===== config.mk =====
export PLATFORM = sky130hd
export DESIGN_NAME = spm_seq_ctrl
export DESIGN_NICKNAME = d
export VERILOG_FILES = /design/src/rtl/spm_seq_pkg.sv /design/src/rtl/spm_seq_regs.sv /design/src/rtl/spm_seq_ctrl.sv
export SDC_FILE = /design/constraint.sdc
export NUM_CORES = 1
export LEC_CHECK = 0
export CAP_MARGIN = 20
export CORE_MARGIN = 2
export CORE_UTILIZATION = 55
export DETAILED_ROUTE_END_ITERATION = 8
export HOLD_SLACK_MARGIN = 0.06
export PLACE_DENSITY = 0.9
export SLEW_MARGIN = 20
export SYNTH_ARGS = -nofsm -noshare
export SYNTH_HDL_FRONTEND = slang
export SYNTH_HIERARCHICAL = 1
export SYNTH_SLANG_ARGS = --single-unit

===== constraint.sdc =====
create_clock -name clk -period 7.6 [get_ports clk]
set_input_delay 1.52 -clock clk [delete_from_list [all_inputs] [get_ports clk]]
set_output_delay 1.52 -clock clk [all_outputs]
set_load 0.02 [all_outputs]

===== src/rtl/spm_seq_pkg.sv =====
// Shared definitions for the SPM sequencer: register offsets,
// CTRL/STATUS bit positions, FSM state type and a byte-select helper.
package spm_seq_pkg;

  localparam logic [7:0] OFF_MC      = 8'h00;
  localparam logic [7:0] OFF_MP      = 8'h04;
  localparam logic [7:0] OFF_CTRL    = 8'h08;
  localparam logic [7:0] OFF_STATUS  = 8'h0C;
  localparam logic [7:0] OFF_PROD_LO = 8'h10;
  localparam logic [7:0] OFF_PROD_HI = 8'h14;

  localparam int CTRL_GO     = 0;
  localparam int CTRL_IRQ_EN = 1;

  localparam int ST_BUSY    = 0;
  localparam int ST_DONE    = 1;
  localparam int ST_TIMEOUT = 2;

  typedef enum logic [2:0] {
    S_IDLE  = 3'd0,
    S_START = 3'd1,
    S_WAIT  = 3'd2,
    S_RD_LO = 3'd3,
    S_RD_HI = 3'd4
  } state_t;

  function automatic logic [31:0] sel_merge(
    input logic [31:0] old_v,
    input logic [31:0] new_v,
    input logic [3:0]  sel
  );
    logic [31:0] r;
    for (int i = 0; i < 4; i++) begin
      r[i*8 +: 8] = sel[i] ? new_v[i*8 +: 8]
                           : old_v[i*8 +: 8];
    end
    return r;
  endfunction

endpackage


===== src/rtl/spm_seq_regs.sv =====
// Wishbone slave decode/ack, register file and sticky W1C status.
// Ports: wbs_* bus, busy/done_set/timeout_set/prod_*_we from FSM, mc/mp/go/irq out.
module spm_seq_regs
  import spm_seq_pkg::*;
#(
  parameter logic [31:0] BASE_ADDR = 32'h3000_0000
) (
  input  logic        clk,
  input  logic        rst,
  input  logic        wbs_cyc_i,
  input  logic        wbs_stb_i,
  input  logic        wbs_we_i,
  input  logic [3:0]  wbs_sel_i,
  input  logic [31:0] wbs_adr_i,
  input  logic [31:0] wbs_dat_i,
  output logic [31:0] wbs_dat_o,
  output logic        wbs_ack_o,
  input  logic        busy,
  input  logic        done_set,
  input  logic        timeout_set,
  input  logic        prod_lo_we,
  input  logic        prod_hi_we,
  input  logic [31:0] prod_in,
  output logic [31:0] mc,
  output logic [31:0] mp,
  output logic        go,
  output logic        irq
);

  logic [7:0]  off;
  logic        hit;
  logic        req;
  logic        wr;
  logic        wr_mc;
  logic        wr_mp;
  logic        wr_ctrl;
  logic        wr_stat;
  logic        w1c_done;
  logic        w1c_tmo;
  logic        irq_en;
  logic        st_done;
  logic        st_tmo;
  logic [31:0] prod_lo;
  logic [31:0] prod_hi;
  logic [31:0] rdata;
  logic [31:0] dat_q;

  assign off = wbs_adr_i[7:0];
  assign hit = wbs_adr_i[31:8] == BASE_ADDR[31:8];
  // The !ack term keeps a held strobe from being taken twice.
  assign req = wbs_cyc_i & wbs_stb_i & hit & ~wbs_ack_o;
  assign wr  = req & wbs_we_i;

  assign wr_mc   = wr & (off == OFF_MC);
  assign wr_mp   = wr & (off == OFF_MP);
  assign wr_ctrl = wr & (off == OFF_CTRL);
  assign wr_stat = wr & (off == OFF_STATUS);

  assign go = wr_ctrl & wbs_sel_i[0]
            & wbs_dat_i[CTRL_GO];

  assign w1c_done = wr_stat & wbs_dat_i[ST_DONE];
  assign w1c_tmo  = wr_stat & wbs_dat_i[ST_TIMEOUT];

  always_comb begin
    rdata = '0;
    unique case (1'b1)
      off == OFF_MC:      rdata = mc;
      off == OFF_MP:      rdata = mp;
      off == OFF_CTRL:    rdata[CTRL_IRQ_EN] = irq_en;
      off == OFF_STATUS: begin
        rdata[ST_BUSY]    = busy;
        rdata[ST_DONE]    = st_done;
        rdata[ST_TIMEOUT] = st_tmo;
      end
      off == OFF_PROD_LO: rdata = prod_lo;
      off == OFF_PROD_HI: rdata = prod_hi;
      default:            rdata = '0;
    endcase
  end

  always_ff @(posedge clk) begin
    if (!rst) begin
      wbs_ack_o <= 1'b0;
      dat_q     <= '0;
      mc        <= '0;
      mp        <= '0;
      irq_en    <= 1'b0;
      st_done   <= 1'b0;
      st_tmo    <= 1'b0;
      prod_lo   <= '0;
      prod_hi   <= '0;
    end else begin
      wbs_ack_o <= req;
      dat_q     <= req ? rdata : '0;
      if (wr_mc) begin
        mc <= sel_merge(mc, wbs_dat_i, wbs_sel_i);
      end
      if (wr_mp) begin
        mp <= sel_merge(mp, wbs_dat_i, wbs_sel_i);
      end
      if (wr_ctrl && wbs_sel_i[0]) begin
        irq_en <= wbs_dat_i[CTRL_IRQ_EN];
      end
      // A set arriving with a clear wins.
      st_done <= done_set | (st_done & ~w1c_done);
      st_tmo  <= timeout_set | (st_tmo & ~w1c_tmo);
      if (prod_lo_we) begin
        prod_lo <= prod_in;
      end
      if (prod_hi_we) begin
        prod_hi <= prod_in;
      end
    end
  end

  assign wbs_dat_o = dat_q;
  assign irq = irq_en & (st_done | st_tmo);

endmodule


===== src/rtl/spm_seq_ctrl.sv =====
// SPM sequencer top: start pulse, bounded done wait, two-half product readout.
// Ports: Wishbone slave, spm_mc/mp/start/prod_sel to SPM, spm_done/prod from SPM, irq.
module spm_seq_ctrl
  import spm_seq_pkg::*;
#(
  parameter logic [31:0] BASE_ADDR      = 32'h3000_0000,
  parameter int          TIMEOUT_CYCLES = 256,
  parameter int          TIMEOUT_W      = 16
) (
  input  logic        clk,
  input  logic        rst,
  input  logic        wbs_cyc_i,
  input  logic        wbs_stb_i,
  input  logic        wbs_we_i,
  input  logic [3:0]  wbs_sel_i,
  input  logic [31:0] wbs_adr_i,
  input  logic [31:0] wbs_dat_i,
  output logic [31:0] wbs_dat_o,
  output logic        wbs_ack_o,
  output logic [31:0] spm_mc,
  output logic [31:0] spm_mp,
  output logic        spm_start,
  input  logic        spm_done,
  output logic        spm_prod_sel,
  input  logic [31:0] spm_prod,
  output logic        irq
);

  state_t               state;
  logic [TIMEOUT_W-1:0] cnt;
  logic [31:0]          mc;
  logic [31:0]          mp;
  logic                 go;
  logic                 busy;
  logic                 at_limit;
  logic                 done_set;
  logic                 timeout_set;
  logic                 prod_lo_we;
  logic                 prod_hi_we;

  assign busy      = state != S_IDLE;
  assign spm_start = state == S_START;
  assign spm_prod_sel = state == S_RD_HI;

  assign at_limit = cnt == TIMEOUT_W'(TIMEOUT_CYCLES - 1);

  assign prod_lo_we  = state == S_RD_LO;
  assign prod_hi_we  = state == S_RD_HI;
  assign done_set    = state == S_RD_HI;
  assign timeout_set = (state == S_WAIT)
                     & ~spm_done & at_limit;

  spm_seq_regs #(
    .BASE_ADDR (BASE_ADDR)
  ) u_regs (
    .clk         (clk),
    .rst         (rst),
    .wbs_cyc_i   (wbs_cyc_i),
    .wbs_stb_i   (wbs_stb_i),
    .wbs_we_i    (wbs_we_i),
    .wbs_sel_i   (wbs_sel_i),
    .wbs_adr_i   (wbs_adr_i),
    .wbs_dat_i   (wbs_dat_i),
    .wbs_dat_o   (wbs_dat_o),
    .wbs_ack_o   (wbs_ack_o),
    .busy        (busy),
    .done_set    (done_set),
    .timeout_set (timeout_set),
    .prod_lo_we  (prod_lo_we),
    .prod_hi_we  (prod_hi_we),
    .prod_in     (spm_prod),
    .mc          (mc),
    .mp          (mp),
    .go          (go),
    .irq         (irq)
  );

  always_ff @(posedge clk) begin
    if (!rst) begin
      state  <= S_IDLE;
      cnt    <= '0;
      spm_mc <= '0;
      spm_mp <= '0;
    end else begin
      unique case (state)
        S_IDLE: begin
          // Shadows freeze operands for the whole run.
          if (go) begin
            state  <= S_START;
            spm_mc <= mc;
            spm_mp <= mp;
          end
        end
        S_START: begin
          cnt   <= '0;
          state <= S_WAIT;
        end
        S_WAIT: begin
          cnt <= cnt + TIMEOUT_W'(1);
          if (spm_done) begin
            state <= S_RD_LO;
          end else if (at_limit) begin
            state <= S_IDLE;
          end
        end
        S_RD_LO: state <= S_RD_HI;
        S_RD_HI: state <= S_IDLE;
        default: state <= S_IDLE;
      endcase
    end
  end

endmodule


==> impl_metrics.csv, run 1 <==
group,metric,value,unit
setup_path,critPathCaptureType,"flip-flop",
timing,relSlewSlack,0.3340,
timing,finalClockSkew,0.009163,ns
global_routing,grtUsageTotal,0.2721,
power_and_ir_drop,p_leak,0.004296,uW
floorplanning,ios,206,
final_layout,nets,1303,
setup_path,rr_worst_depth,8,
setup_path,worst_path_largest_cell_delay,0.54,ns
setup_path,path_buf_inv,2,
setup_path,cpMaxStageDelayCell,"nand2_2",
floorplanning,dieArea,0.01947,mm^2
routing,drt-met1-wl,11290,um
final_layout,syn_to_final_growth,29.13,%
global_routing,grt_max_degree,93,
routing,final_antenna_net_count,0,
cts,htree_levels,1,
power_and_ir_drop,ir_drop,0.0001652,V
timing,tns,0,ns
setup_path,cp.depth,9,
logic_synthesis,syn-instance-count,1020,
cts,postCtsSetupBuffers,0,
cts,clk_pin_slew_worst_paths,0.06,ns
timing,period_minus_slack,4.173,ns
floorplanning,initial_utilization,0.5623,
final_layout,layout-drive-gt1-share,0.08746,
logic_synthesis,postSynth.asyncResetShare,0,
global_routing,grt_pass1_vias,8433,
timing,rsz0062_at_grt,"no",
logic_synthesis,synth_ff_type,"dfxtp_1",
flow_run,drv_cap,0,
logic_synthesis,ys_ff_latch,247,
floorplanning,core_area,0.01796,mm^2
setup_path,crit_family,"simple AND/OR/NAND/NOR gates",
setup_path,rr_endpoint,"spm_mp[7]",
setup_path,r2r-start,"u_regs/wbs_ack_o",
routing,wl_met2,13000,um
cts,postCtsHoldBufs,0,
setup_path,path_class,"in2reg",
routing,drtIter0Drc,551,
cts,cts_buffers,25,
setup_path,r2r_setup_slack,4.76,ns
setup_path,critPathCapture,"spm_mp[7]",
setup_path,cp_cell_sequence,"clkdlybuf4s50_1 > nor4_4 > nand2b_1 > or2_2 > nor4_1 > nand2_2 > buf_4 > nand2_1 > a21oi_1",
timing,setup_viol,0,
hold_path,hold_path_class,"reg2reg",
floorplanning,die_w,139.5,um
logic_synthesis,synth-edff-count,0,
floorplanning,num_rows,49,
timing,fin_ws,3.427,ns
final_layout,antenna_cells,0,
setup_path,cp.arrival,4.54,ns
timing,hold_violations,0,
global_routing,antenna_found_initial,0,
logic_synthesis,synthesis.area,0.01010,mm^2
global_routing,grt_pass1_wl,43360,um
logic_synthesis,yosys_warnings,6,
routing,wl,27100,um
cts,root_buffer,"clkbuf_16",
routing,routedWlPerCell,18.80,um
routing,drt_pass1_iterations,5,
setup_path,crit_start,"wbs_adr_i[1]",
routing,vias,8270,
global_routing,grt_overflow,0,
placement,pre_cts_ws,2.941,ns
status,outcome,"finished, final reports clean",
cts,clkSinkCount,247,
routing,top_layer,"met4",
power_and_ir_drop,power.density_cell_area,200.9,mW/mm^2
cts,clkLatencyLatePin,0.51,ns
logic_synthesis,ys_types,50,
routing,viasPerCell,5.739,
cts,ctsResizeCount,0,
placement,gp_congestion,0.8808,
routing,wl_met3,2089,um
setup_path,critPathMaxFanout,34,
logic_synthesis,yosysSeqAreaShare,0.4895,
logic_synthesis,syn_avg_cell_area,9.903,um^2
timing,worst_pin_slew,0.9960,ns
timing,min_period_over_period,0.5491,
timing,slew_violations,0,
routing,drc,0,
placement,numPortBuffers,205,
logic_synthesis,syn-num-nets,1127,
cts,cts_tree,"built",
cts,cts_buffer_depth,3,
floorplanning,die_height,139.5,um
setup_path,worst_setup_path_start_kind,"primary input",
timing,clock.fmax,239.6,MHz
placement,dpl.hpwl,17740,um
setup_path,worst_ep_required_time,7.96,ns
[cells in the mapped netlist, drive strengths merged, types with 2 or more instances]
library cell | count | area [um^2]
nor3b | 2 | 20.02
nand3b | 3 | 22.52
inv | 9 | 33.78
buf | 20 | 98.85
nor3 | 13 | 155.1
nand2 | 232 | 870.8
and2 | 3 | 18.77
nor2b | 96 | 600.6
nor4 | 18 | 142.6
nand4 | 14 | 87.58
nor2 | 11 | 41.29
o21ai | 6 | 30.03
a22oi | 4 | 30.03
nor4b | 2 | 23.77
dfxtp | 247 | 4945
a31oi | 5 | 31.28
nor4bb | 3 | 30.03
mux2i | 136 | 1361
or2 | 3 | 18.77
nand2b | 7 | 51.30
a22o | 2 | 17.52
a21oi | 75 | 375.4
nand3 | 10 | 50.05
o2bb2ai | 2 | 17.52
or3b | 2 | 17.52
mux4 | 30 | 675.7
o31ai | 2 | 15.01
clkbuf | 46 | 172.7
a2111oi | 2 | 17.52
o311ai | 2 | 17.52
or4 | 3 | 22.52
[sequential cells by signal, summed over array words and instances, names as in the netlist]
signal / flops
u_regs/st_done: 1
spm_mc: 32
u_regs/mc: 32
u_regs/irq_en: 1
state: 3
u_regs/st_tmo: 1
u_regs/mp: 32
u_regs/prod_lo: 32
spm_mp: 32
u_regs/wbs_dat_o: 32
u_regs/prod_hi: 32
u_regs/wbs_ack_o: 1
cnt: 16
[cell type report]
type,count,area [um^2]
fillers,1312,4920
clock inverters,7,66.31
well taps,229,286.5
clock buffers,36,737.0
inverters,9,33.78
flip-flops and latches,247,4945
multi-input cells,698,4861
repair buffers,215,2115
[worst reg2reg max path, delay by kind of cell, from the launching register on]
family	cells	cell delay (ns)
buffers and inverters	1	0.46
and+or+nand+nor	6	1.83
AOI/OAI and AO/OA	1	0.08
DFF	1	0.33
[power breakdown]
part           switching (uW)  internal, uW  total (uW)
Combinational            56.7          66.3         123
Clock                     499           704        1200
Sequential        0.000000408          1290        1290
[how the worst min path moves through the flow]
stage	startpoint	end	slack [ns]	depth (start not counted)
floorplan	u_regs/mp[10]	spm_mp[10]	0.44	2
CTS	spm_mc[30]	spm_mc[30]	0.46	2
finish	spm_mc[30]	spm_mc[30]	0.46	2
global route	spm_mp[28]	spm_mp[28]	0.47	2
detailed placement	spm_mc[30]	spm_mc[30]	0.45	2
global placement	spm_mc[3]	spm_mc[3]	0.44	2
[layout by cell type (no fill, tap or decap), types with 6 or more instances in the layout]
cell	count
dfxtp_1	247
nand2_1	231
clkdlybuf4s50_1	202
mux2i_1	136
nor2b_1	96
a21oi_1	75
mux4_2	30
clkbuf_16	25
nor4_1	16
nand4_1	14
nor2_1	11
buf_4	11
nand3_1	10
inv_1	8
nor3_4	8
clkbuf_8	7
nand2b_1	6
o21ai_0	6
[stage by stage]
stage / utilization / std cells / cell area, um^2 / power (uW) / hold WS, ns
floorplan: - / 1020 / 10100 / 1371 / 0.4419
global placement: 0.6814 / 1398 / 12240 / 1444 / 0.4431
detailed placement: 0.6814 / 1398 / 12240 / 1445 / 0.4482
CTS: 0.7261 / 1441 / 13040 / 2631 / 0.4567
global route: 0.7261 / 1441 / 13040 / 2689 / 0.4733
finish: 0.7261 / 1441 / 13040 / 2620 / 0.4596
[layer usage]
layer,GRT usage,vias to the layer above
li1,-,3868
met1,0.3516,3975
met2,0.4623,364
met3,0.05540,63
met4,0.08240,0
met5,0,-
[kinds of logic (layout without fill, tap and decap cells)]
kind of cell | Yosys count | count (layout) | share of synthesized area
adders and majority gates | 1 | 1 | 0.001238
DFF | 247 | 247 | 0.4895
muxes | 167 | 167 | 0.2028
and+or+nand+nor | 426 | 426 | 0.2185
AOI/OAI and AO/OA | 104 | 104 | 0.05773
buffers and inverters | 75 | 267 | 0.03022
No activity file was read; power rests on OpenSTA's default activity.
==> run 2: changes to the inputs <==
--- a/config.mk
+++ b/config.mk
@@ -7,10 +7,10 @@
 export LEC_CHECK = 0
 export CAP_MARGIN = 20
 export CORE_MARGIN = 2
-export CORE_UTILIZATION = 55
+export CORE_UTILIZATION = 46
 export DETAILED_ROUTE_END_ITERATION = 8
 export HOLD_SLACK_MARGIN = 0.06
-export PLACE_DENSITY = 0.9
+export PLACE_DENSITY = 0.81
 export SLEW_MARGIN = 20
 export SYNTH_ARGS = -nofsm -noshare
 export SYNTH_HDL_FRONTEND = slang
==> constraint.sdc (replaced) <==
create_clock -name clk -period 3.7 [get_ports clk]
set_input_delay 0.74 -clock clk [delete_from_list [all_inputs] [get_ports clk]]
set_output_delay 0.74 -clock clk [all_outputs]
set_load 0.02 [all_outputs]
==> run 2 against run 1 <==
Against the previous run: sequential cell count unchanged; clock skew increased by 0.00069 ns; register-to-register slack got worse by 3.6 ns; non-clock buffer count increased by 7; clock power increased by 110%; setup slack got worse by 2.8 ns; final cell count increased by 4.1%; total power increased by 110%; via count decreased by 1.8%; cell area increased by 1.1%.
==> impl_metrics.csv, run 2 (synthesis gave the netlist of run 1 again) <==
group,metric,value,unit
setup_path,cp.arrival,2.35,ns
setup_path,critPathMaxFanout,12,
timing,rsz0062_at_grt,"no",
setup_path,cp.depth,3,
setup_path,path_buf_inv,2,
timing,setup_viol,0,
placement,dpl.hpwl,18030,um
setup_path,r2r_setup_slack,1.18,ns
cts,cts_buffer_depth,3,
timing,relSlewSlack,0.3922,
final_layout,finish.instance_area,0.01318,mm^2
global_routing,grt_overflow,0,
final_layout,nFillCells,1763,
setup_path,cp_cell_sequence,"or3b_2 > inv_1 > clkdlybuf4s50_1",
setup_path,crit_start,"state[0]",
power_and_ir_drop,clockPowerShare,0.459,
timing,min_period_over_period,0.8357,
routing,vias,8125,
routing,drtIter0Drc,573,
final_layout,syn_to_final_growth,30.51,%
final_layout,nets,1310,
global_routing,grt_pass1_vias,8061,
cts,cts_buffers,25,
cts,clkLatencyLatePin,0.52,ns
flow_run,drv_cap,0,
setup_path,rr_endpoint,"spm_mp[25]",
timing,period_minus_slack,3.092,ns
global_routing,antenna_found_initial,0,
setup_path,crit_family,"buffers and inverters",
setup_path,rr_worst_depth,8,
hold_path,hold_path_class,"reg2reg",
setup_path,cpMaxStageDelayCell,"clkdlybuf4s50_1",
timing,finalClockSkew,0.009854,ns
routing,wl,27130,um
global_routing,grtUsageTotal,0.2293,
setup_path,r2r-start,"u_regs/wbs_ack_o",
power_and_ir_drop,total_power,5384,uW
floorplanning,initial_utilization,0.4657,
power_and_ir_drop,combPwrFrac,0.047,
floorplanning,num_rows,54,
routing,drt_pass1_iterations,5,
power_and_ir_drop,internal_power,4256,uW
power_and_ir_drop,p_leak,0.004331,uW
routing,viasPerCell,5.417,
timing,slew_violations,0,
setup_path,critPathCaptureType,"primary output",
global_routing,grt_max_degree,100,
floorplanning,dieArea,0.02316,mm^2
cts,root_buffer,"clkbuf_16",
global_routing,grt_pass1_wl,43310,um
routing,final_antenna_net_count,0,
power_and_ir_drop,power.density_cell_area,408.4,mW/mm^2
power_and_ir_drop,ir_drop,0.0003106,V
final_layout,final_common_cell,"dfxtp_1",
cts,postCtsSetupBuffers,0,
floorplanning,core_area,0.02169,mm^2
placement,placed_area,0.01238,mm^2
power_and_ir_drop,p_sw_frac,0.2095,
timing,worst_pin_slew,0.9117,ns
cts,clk_pin_slew_worst_paths,0.07,ns
setup_path,worst_path_largest_cell_delay,0.64,ns
routing,routedWlPerCell,18.09,um
cts,cts_tree,"built",
setup_path,critPathCapture,"spm_start",
routing,drc,0,
floorplanning,die_height,152.2,um
cts,postCtsHoldBufs,0,
final_layout,final_cell_mix,"247 x dfxtp_1, 231 x nand2_1, 202 x clkdlybuf4s50_1, 136 x mux2i_1, 96 x nor2b_1",
final_layout,layout-drive-gt1-share,0.09024,
final_layout,post-route-util,0.6078,
timing,tns,0,ns
setup_path,worst_ep_required_time,2.96,ns
status,outcome,"finished, final reports clean",
cts,ctsResizeCount,0,
setup_path,worst_setup_path_start_kind,"flip-flop",
timing,hold_violations,0,
placement,numPortBuffers,205,
cts,htree_levels,1,
floorplanning,ios,206,
power_and_ir_drop,p_switching,1128,uW
cts,clkSinkCount,247,
floorplanning,die_w,152.2,um
placement,gp_congestion,0.8454,
setup_path,path_class,"reg2out",
power_and_ir_drop,power_frac_seq,0.494,
timing,clock.fmax,323.4,MHz
[run 2: cell types whose count changed in the layout (fill, tap and decap cells not counted)]
cell | previous run | this run
bufinv_16 | 1 | 2
clkinv_2 | 4 | 3
diode_2 | 0 | 1
clkbuf_8 | 7 | 4
buf_4 | 11 | 16
clkbuf_1 | 4 | 7
buf_12 | 0 | 2
[run 2: through the flow]
stage                     hold slack, ns  cells  setup slack (ns)
after floorplan                   0.4419   1020             1.022
after CTS                         0.4576   1499            0.5965
final                             0.4576   1500            0.6079
after detailed placement          0.4487   1456            0.3028
after global routing              0.4702   1499            0.4906
after global placement            0.4407   1456            0.3997
[run 2: how the worst min path moves through the flow]
stage,to,from,cells past startpoint,slack [ns]
5_1_grt,spm_mp[5],u_regs/mp[5],2,0.47
3_5_place_dp,spm_mc[4],spm_mc[4],2,0.45
2_1_floorplan,spm_mp[10],u_regs/mp[10],2,0.44
3_3_place_gp,spm_mc[14],spm_mc[14],2,0.44
6_report,spm_mp[5],u_regs/mp[5],2,0.46
4_1_cts,spm_mp[26],spm_mp[26],2,0.46
[run 2: area by class of cell]
type | instances | area (um^2) | share of cell area
Clock inverter | 7 | 91.34 | 0.006929
Multi-Input combinational cell | 698 | 4861 | 0.3687
Timing Repair Buffer | 222 | 2192 | 0.1663
Antenna cell | 1 | 2.502 | 0.0001898
Inverter | 9 | 33.78 | 0.002563
Clock buffer | 36 | 706.9 | 0.05363
Tap cell | 280 | 350.3 | 0.02658
Sequential cell | 247 | 4945 | 0.3751
[run 2: tightest hold or removal path, cell delays in order, from the launching register on]
cell and delay, ns:
dfxtp_1 0.32, nand2_1 0.06, a21oi_1 0.05
[run 2: power groups by stage]
stage	registers, uW	clock network, uW	logic, uW
finish	2660	2470	253
global route	2660	2630	270
detailed placement	2720	0	252
floorplan	2720	0	97.5
global placement	2720	0	251
CTS	2660	2520	254
[run 2: per-layer routing]
layer	global-route usage	vias up	wire, um
met5	0	-	0
met4	0.06987	0	699
met3	0.06286	55	2488
met2	0.3779	317	12710
met1	0.2953	3870	11240
li1	-	3883	-
==> run 3: changes to the inputs <==
==> constraint.sdc (replaced) <==
create_clock -name clk -period 2.77 [get_ports clk]
set_input_delay 0.554 -clock clk [delete_from_list [all_inputs] [get_ports clk]]
set_output_delay 0.554 -clock clk [all_outputs]
set_load 0.02 [all_outputs]
==> run 3 against run 2 <==
Against the previous run: first-iteration DRC count decreased by 26%; sequential cell count unchanged; cell area is 2.2% higher; global-route usage is 0.074 points higher; non-clock buffer count increased by 19; clock power rose by 35%; final cell count up 1.3%; register-to-register slack got worse by 0.60 ns; count of clock-buffer cells in the layout decreased by 2; sequential share of layout area is 0.80 points lower; largest power group unchanged.
==> impl_metrics.csv, run 3 (synthesis gave the netlist of run 1 again) <==
group,metric,value,unit
timing,clock.fmax,401.6,MHz
floorplanning,die_w,152.2,um
cts,clkLatencyLatePin,0.51,ns
routing,drt_pass1_iterations,5,
power_and_ir_drop,clockPowerShare,0.461,
global_routing,grt_max_degree,90,
routing,wl,27620,um
floorplanning,ios,206,
setup_path,worst_ep_required_time,3.20,ns
floorplanning,initial_utilization,0.4657,
setup_path,worst_path_largest_cell_delay,0.43,ns
timing,min_period_over_period,0.8989,
setup_path,cp.arrival,2.92,ns
timing,worst_pin_slew,0.8384,ns
setup_path,crit_family,"simple AND/OR/NAND/NOR gates",
floorplanning,num_rows,54,
cts,cts_buffers,25,
cts,postCtsSetupBuffers,0,
setup_path,path_class,"in2reg",
final_layout,nFillCells,1754,
routing,drc,0,
power_and_ir_drop,power_frac_seq,0.491,
setup_path,cp_cell_sequence,"clkdlybuf4s50_1 > nor4_1 > nand4_1 > or2_2 > nor4_1 > buf_4 > and2_2 > buf_4 > nand2_1 > a21oi_1",
routing,viasPerCell,5.352,
setup_path,critPathMaxFanout,15,
setup_path,worst_setup_path_start_kind,"primary input",
setup_path,critPathCaptureType,"flip-flop",
status,outcome,"finished, final reports clean",
floorplanning,core_area,0.02169,mm^2
routing,routedWlPerCell,18.17,um
final_layout,syn_to_final_growth,33.37,%
cts,root_buffer,"clkbuf_16",
power_and_ir_drop,p_sw_frac,0.2101,
floorplanning,dieArea,0.02316,mm^2
cts,cts_buffer_depth,3,
power_and_ir_drop,p_switching,1519,uW
cts,clkSinkCount,247,
timing,setup_viol,0,
global_routing,grt_pass1_vias,8291,
global_routing,grtUsageTotal,0.2300,
timing,period_minus_slack,2.490,ns
power_and_ir_drop,combPwrFrac,0.048,
power_and_ir_drop,p_leak,0.004492,uW
timing,relSlewSlack,0.4411,
final_layout,layout-drive-gt1-share,0.1073,
setup_path,cpMaxStageDelayCell,"clkdlybuf4s50_1",
routing,drtIter0Drc,426,
routing,vias,8135,
timing,hold_violations,0,
cts,postCtsHoldBufs,0,
placement,numPortBuffers,205,
placement,dpl.hpwl,19020,um
flow_run,drv_cap,0,
placement,gp_congestion,0.8407,
power_and_ir_drop,ir_drop,0.0004310,V
global_routing,antenna_found_initial,1,
final_layout,final_cell_mix,"247 x dfxtp_1, 231 x nand2_1, 201 x clkdlybuf4s50_1, 136 x mux2i_1, 96 x nor2b_1",
final_layout,post-route-util,0.6211,
final_layout,nets,1329,
cts,htree_levels,1,
timing,whs,0.3709,ns
timing,finalClockSkew,0.01734,ns
final_layout,regArea,0.004945,mm^2
floorplanning,die_height,152.2,um
hold_path,hold_path_class,"in2reg",
cts,clk_pin_slew_worst_paths,0.06,ns
global_routing,grt_pass1_wl,43570,um
timing,rsz0062_at_grt,"no",
final_layout,final_common_cell,"dfxtp_1",
global_routing,grt_overflow,0,
setup_path,path_buf_inv,3,
power_and_ir_drop,internal_power,5712,uW
final_layout,multi_input_area,0.004863,mm^2
power_and_ir_drop,power.density_cell_area,536.8,mW/mm^2
cts,cts_tree,"built",
routing,final_antenna_net_count,0,
timing,slew_violations,0,
run 3: cell count changes in the layout (fill, tap and decap cells not counted):
cell,delta
dlymetal6s2s_1,+1
buf_12,+10
clkinv_2,+3
or3b_4,+1
clkdlybuf4s50_1,-1
clkbuf_8,+1
or3b_2,-1
clkinvlp_4,+1
inv_6,-1
buf_4,+9
clkbuf_1,-3
run 3: routing by layer:
layer  GRT usage  up-vias  routed length (um)
met5           0        -                   0
met4     0.05251        0                 491
met3     0.06485       38                2246
met2      0.3958      275               13290
met1      0.2883     3905               11590
li1            -     3917                   -
run 3: worst reg2reg max path, stage by stage (launching register included):
cell     delay, ns
dfxtp_1       0.32
nor4_1        0.17
nand4_1       0.18
or2_2         0.34
nor4_1        0.27
buf_4         0.17
and2_2        0.21
buf_4         0.23
nand2_1       0.08
a21oi_1       0.13
run 3: area by class of cell:
cell class                 instances  share of cell area
sequential                       247              0.3670
multi-input combinational        698              0.3610
timing repair buffer             241              0.1828
clock buffer                      34             0.05266
tap                              280             0.02601
clock inverter                    10            0.007802
inverter                           9            0.002508
antenna                            1           0.0001858
run 3: metrics by stage:
stage | cell area, um^2 | setup TNS, ns | power [uW] | std cells | setup slack (ns)
after floorplan | 10100 | 0 | 3761 | 1020 | 0.2776
after global placement | 12650 | -7.953 | 3972 | 1475 | -0.1544
after detailed placement | 12650 | -9.753 | 3972 | 1475 | -0.1875
after CTS | 13470 | 0 | 7291 | 1519 | 0.01714
after global routing | 13470 | 0 | 7464 | 1519 | 0.1380
final | 13470 | 0 | 7231 | 1520 | 0.2802
run 3: power by group through the flow:
stage,registers [uW],logic [uW],clock network (uW)
3_3_place_gp,3630,341,0
3_5_place_dp,3630,342,0
4_1_cts,3550,344,3400
2_1_floorplan,3630,130,0
6_report,3550,344,3340
5_1_grt,3550,366,3550
run 3: worst paths after layout:
path | startpoint | to | slack (ns) | cells past startpoint
worst max register to register | u_regs/wbs_ack_o | spm_mp[24] | 0.58 | 9
worst min-delay path | rst | cnt[12] | 0.37 | 3
worst max-delay path | wbs_adr_i[8] | spm_mp[24] | 0.28 | 10
worst min register to register | spm_mc[26] | spm_mc[26] | 0.45 | 2
run 3: repair_timing:
item                                    CTS  global route
gates resized for setup                   1             1
endpoints found under the hold margin     0             0
pin swaps                                 0             0
endpoints found under the setup margin    1             1
